<file path="src/rtl/gray_ptr.sv">
// Gray-coded FIFO pointer counters for the sync-bridge asynchronous FIFO.
// gray_ptr_cnt is the shared counter core: a binary count plus a Gray-coded
// output register. wr_ptr_gray and rd_ptr_gray are the write- and read-side
// pointers built on that core. gray_ptr groups one of each. The two pointers
// share a clock and reset here, but they hold independent state and have no
// logic in common.

module gray_ptr_cnt #(
    parameter int WIDTH = 4
) (
    input  logic             clk,
    input  logic             resetb,  // asynchronous, active-high
    input  logic             en,
    output logic [WIDTH-1:0] out
);

    logic [WIDTH-1:0] bin_reg;
    logic [WIDTH-1:0] bin_next;
    logic [WIDTH-1:0] gray_next;
    logic [WIDTH-1:0] out_reg;

    // The increment wraps modulo 2^WIDTH. It has no saturation and no
    // full/empty detection.
    assign bin_next = bin_reg + WIDTH'(1);

    // Gray(x) = x ^ (x >> 1). The MSB passes through unchanged, and every
    // other bit is XORed with its upper neighbour.
    for (genvar gi = 0; gi < WIDTH; gi++) begin : g_gray
        if (gi == WIDTH - 1) begin : g_msb
            assign gray_next[gi] = bin_next[gi];
        end else begin : g_low
            assign gray_next[gi] = bin_next[gi] ^ bin_next[gi + 1];
        end
    end

    // Update the binary count and its registered Gray image together.
    // The Gray value is encoded ahead of the flop, so out has no logic after
    // the register and is safe to sample from another clock domain.
    always_ff @(posedge clk or posedge resetb) begin
        if (resetb) begin
            bin_reg <= '0;
            out_reg <= '0;
        end else if (en) begin
            bin_reg <= bin_next;
            out_reg <= gray_next;
        end
    end

    assign out = out_reg;

endmodule

module wr_ptr_gray #(
    parameter int WIDTH = 4
) (
    input  logic             clk,
    input  logic             resetb,
    input  logic             en,
    output logic [WIDTH-1:0] out
);

    // Write-side pointer. It has no state beyond the counter core.
    gray_ptr_cnt #(.WIDTH(WIDTH)) u_cnt (
        .clk    (clk),
        .resetb (resetb),
        .en     (en),
        .out    (out)
    );

endmodule

module rd_ptr_gray #(
    parameter int WIDTH = 4
) (
    input  logic             clk,
    input  logic             resetb,
    input  logic             en,
    output logic [WIDTH-1:0] out
);

    // Read-side pointer. It has the same behaviour as the write side.
    gray_ptr_cnt #(.WIDTH(WIDTH)) u_cnt (
        .clk    (clk),
        .resetb (resetb),
        .en     (en),
        .out    (out)
    );

endmodule

module gray_ptr #(
    parameter int WIDTH = 4
) (
    input  logic             clk,
    input  logic             resetb,
    input  logic             wr_en,
    input  logic             rd_en,
    output logic [WIDTH-1:0] wr_out,
    output logic [WIDTH-1:0] rd_out
);

    // One independent pointer for each side of the FIFO.
    wr_ptr_gray #(.WIDTH(WIDTH)) u_wr (
        .clk    (clk),
        .resetb (resetb),
        .en     (wr_en),
        .out    (wr_out)
    );

    rd_ptr_gray #(.WIDTH(WIDTH)) u_rd (
        .clk    (clk),
        .resetb (resetb),
        .en     (rd_en),
        .out    (rd_out)
    );

endmodule

</file>
<file path="config.mk">
export PLATFORM = sky130hd
export DESIGN_NAME = gray_ptr
export DESIGN_NICKNAME = d
export VERILOG_FILES = /design/src/rtl/gray_ptr.sv
export SDC_FILE = /design/constraint.sdc
export NUM_CORES = 1
export LEC_CHECK = 0
export ABC_AREA = 1
export CORE_MARGIN = 8
export CORE_UTILIZATION = 30
export CTS_CLUSTER_DIAMETER = 30
export DETAILED_ROUTE_END_ITERATION = 7
export GPL_ROUTABILITY_DRIVEN = 0
export GPL_TIMING_DRIVEN = 0
export HOLD_SLACK_MARGIN = 0.02
export SLEW_MARGIN = 20
export SYNTH_ARGS = -nofsm -noshare
export SYNTH_HDL_FRONTEND = slang
export SYNTH_SLANG_ARGS = --single-unit
</file>
<file path="constraint.sdc">
create_clock -name clk -period 1.4 [get_ports clk]
set_input_delay 0.21 -clock clk [delete_from_list [all_inputs] [get_ports clk]]
set_output_delay 0.21 -clock clk [all_outputs]
set_load 0.005 [all_outputs]
</file>
Word level (Yosys, flattened, before mapping)
Index checks and enable logic that the tools add are counted.
{"block": "totals", "regBits": 16}
{"block": "classes", "n_addsub": 2, "bitwise_logic": 6}
{"op": "4-bit by 1-bit adder with 4-bit output (second input constant)", "count": 2}
{"op": "1-bit XOR", "count": 6}

Longest topological paths before layout
{"block": "depth", "depth_word": 2, "mapped_depth": 9, "depth_no_buf": 9}

By module
From an unflattened synthesis, not the netlist that was laid out.
{"block": "unflattened", "hier_cells": 88, "area_unflattened_um2": 728.2}
{"mod": "gray_ptr_cnt", "instances": 2, "cells_each": 44, "area_per_inst_um2": 364.1, "seq_area_each_um2": 175.2}

Least setup slack after synthesis
OpenSTA, ideal clock, no wires.
{"block": "synth_timing", "path_type": "register to register", "start": "reg u_rd.u_cnt.bin_reg[0]", "end": "reg u_rd.u_cnt.out_reg[1], in the netlist u_rd.u_cnt.out[1]", "setup_time_ns": 0.063, "arrival_time_ns": 1.151, "slack_ns": 0.186, "path_stages_with_launch": 6, "path_buffers": 0, "period_less_slack_ns": 1.214, "cell_sequence": "dfrtp_1 -> ha_1 -> or2_1 -> nand3_1 -> o21ai_1 -> inv_1"}
{"block": "synth_via", "elab_chain_cells": 2}
{"element": "start: declaration", "line": "17", "rtl": "logic [WIDTH-1:0] bin_reg;"}
{"element": "start signal: assignment", "line": "44", "rtl": "bin_reg <= bin_next;"}
{"element": "4-bit by 1-bit adder with 4-bit output", "line": "24", "rtl": "assign bin_next = bin_reg + WIDTH'(1);"}
{"element": "via u_rd.u_cnt.bin_next[1]", "line": "18", "rtl": "logic [WIDTH-1:0] bin_next;"}
{"element": "1-bit XOR", "line": "32", "rtl": "assign gray_next[gi] = bin_next[gi] ^ bin_next[gi + 1];"}
{"element": "end signal: assignment", "line": "45", "rtl": "out_reg <= gray_next;"}
{"element": "end: declaration", "line": "20", "rtl": "logic [WIDTH-1:0] out_reg;"}
The timed path passes the listed nets, and every way through them passes these cells.
A chain may end at the register's enable or synchronous reset.

Worst setup path in the final report
{"block": "layout_timing", "start": "reg u_wr.u_cnt.out_reg[2], in the netlist u_wr.u_cnt.out[2]", "end": "out wr_out[2]"}
{"element": "start: declaration", "line": "20"}
{"element": "start signal: assignment", "line": "45"}
{"element": "end: declaration", "line": "98", "rtl": "output logic [WIDTH-1:0] wr_out,"}
No word-level cell between the ends.

==> impl_metrics.tcl <==
set metrics [dict create \
    root_buffer "clkbuf_4" \
    hold_start "rd_en" \
    firstDrtPassIters 4 \
    postCtsHoldBufs 0 \
    period_needed_ps 1350 \
    portBuffers 10 \
    die_w_um 65.3 \
    dieArea_um2 4260 \
    drive_gt1_share_pct 14.6 \
    holdPathEnd "u_rd.u_cnt.bin_reg[0]" \
    ys.warnings.count 0 \
    finalHoldViolations 0 \
    antenna_found_initial 0 \
    cts.sinks 14 \
    io_pins 12 \
    num-fill-cells 257 \
    synth.distinct_cells 19 \
    reg2reg_depth 7 \
    wl_per_cell_um 10.7 \
    fin_nets 110 \
    critPathCaptureType "output port" \
    syn-num-nets 92 \
    die_h_um 65.3 \
    core_um2 2390 \
    critical_path_class "reg2out" \
    grt.total_usage_pct 7.24 \
    worst_slew_pin_slew_ps 555 \
    cp_cell_sequence "clkdlybuf4s50_1" \
    drv_cap 0 \
    ys_ff_latch 14 \
    r2r_slack_ps 120 \
    finClkSkew_ps 1.72 \
    max-clock-path-buffers 2 \
    p_leak_nw 0.488 \
    grt_pass1_wl_um 2450 \
    htreeDepth 1 \
    slew_violations 0 \
    top_layer_used "met4" \
    wl_met3_um 55 \
    hold_path_class "in2reg" \
    num_antenna_cells 0 \
    final_area_um2 931 \
    worst-path-buf-inv 1 \
    fin_tns_setup_ps 0 \
    rr_startpoint "u_wr.u_cnt.bin_reg[0]" \
    syn_area_um2 728 \
    fin_crit_sh_pct 96.3 \
    avgSynthCellArea_um2 8.47 \
    seq_area_frac_synth_pct 48.1 \
    netlist_instances 86 \
    num_vias 624 \
    max_freq_mhz 742 \
    cts_tree "yes" \
    max_stage_delay_ps 510 \
    num_rows 18 \
    wl_um 1420 \
    viasPerCell 4.69 \
    m1WireLength_um 687 \
    cts_buffers 3 \
    status "finished clean" \
    critPathLaunchType "flop" \
    critPathRequiredTime_ps 1190 \
    crit_family "buffers and inverters" \
    final_cell_mix "26 x nand2_1, 13 x dfrtp_1, 9 x inv_1" \
    cp_max_fo 2 \
    r2r_end "u_wr.u_cnt.out[2]" \
    cp.arrival_ps 1140 \
    route.met2.wl_um 659 \
    drt_iter0_drc 23 \
    final_common_cell "nand2_1" \
    ant_nets 0 \
    setup_viol_count_final 0 \
    whs_path_depth 2 \
    finalPower_mw 2.14 \
    rsz0062_at_grt "no" \
    gr-total-overflow 0 \
    slew_headroom_pct 63.0 \
    drc 0 \
    start_util_pct 30.5 \
    crit_slowest_cell "clkdlybuf4s50_1" \
    clk_latency_ps 280 \
    clk_pin_slew_ps 90 \
    place_area_um2 866 \
    grt_max_degree 15 \
    ir_drop_mv 1.05 \
    power.density_nw_per_um2 2300 \
    hpwl_um 1050 \
    area_growth_syn_to_layout_pct 27.8 \
    grt_pass1_vias 594 \
]
==> per-stage QoR <==
stage	cells	worst slack, ps	utilization (%)	hold WS, ps
6_report	133	51.4	39.0	154
5_1_grt	133	6.79	39.0	148
4_1_cts	132	22.6	38.3	151
3_5_place_dp	126	85.5	36.3	454
3_3_place_gp	126	107	36.3	452
2_1_floorplan	86	186	-	99.2
==> worst max path at each step <==
stage / startpoint / end / slack, ps / depth (start not counted)
finish: u_wr.u_cnt.out[2] / wr_out[2] / 50 / 1
global route: u_wr.u_cnt.out[1] / wr_out[1] / 7 / 1
CTS: u_wr.u_cnt.out[0] / wr_out[0] / 20 / 1
detailed placement: wr_en / u_wr.u_cnt.out[1] / 90 / 5
global placement: wr_en / u_wr.u_cnt.out[1] / 110 / 5
floorplan: u_rd.u_cnt.bin_reg[0] / u_rd.u_cnt.out[1] / 190 / 5
==> cell usage after synthesis <==
library cell	count	area (um2)
inv_4	1	6.26
nand2_1	26	97.6
o21ai_0	3	15.0
o21a_1	3	22.5
nand3_2	1	10.0
nor2_1	1	3.75
xor2_1	4	35.0
inv_1	9	33.8
nand4_1	4	25.0
inv_2	2	7.51
o211ai_1	1	7.51
or2_1	1	6.26
dfrtp_1	14	350
nand3_1	8	40.0
o21ai_1	2	10.0
and2_1	1	6.26
buf_4	2	15.0
buf_6	1	11.3
ha_1	2	25.0
==> power breakdown <==
group	total, mW	switching [mW]	internal (mW)
registers	0.802	0.190	0.612
logic	1.04	0.489	0.554
clock network	0.293	0.135	0.158
total	2.14	0.814	1.32
==> what timing repair did <==
item | CTS | global route
setup endpoints to repair | 2 | 4
gates resized for setup | 2 | 4
pin swaps | 0 | 0
hold endpoints to repair | 0 | 0
setup buffers | 2 | 1
==> final cells by class <==
type	instances	area (um2)	area share (%)
buffer	3	26.3	2.82
clock buffer	4	36.3	3.90
inverter	12	47.5	5.11
multi-input combinational	57	304	32.7
sequential	14	352	37.8
tap	30	37.5	4.03
timing repair buffer	13	128	13.7
==> cells by family (layout without fill, tap and decap cells) <==
kind of cell / after synthesis / after routing / synth area share [%]
compound gates: 9 / 9 / 7.56
flops: 14 / 14 / 48.1
xor+xnor: 4 / 4 / 4.81
buf+inv: 15 / 32 / 10.1
fa+ha+maj: 2 / 2 / 3.44
simple gates: 42 / 42 / 25.9
==> per-layer routing <==
metal / track usage [%] / vias up
met4: 3.27 / 0
met5: 0 / -
li1: - / 311
met2: 12.9 / 11
met1: 7.31 / 300
met3: 2.72 / 2
Note: power is estimated with default switching activity, not from simulation.
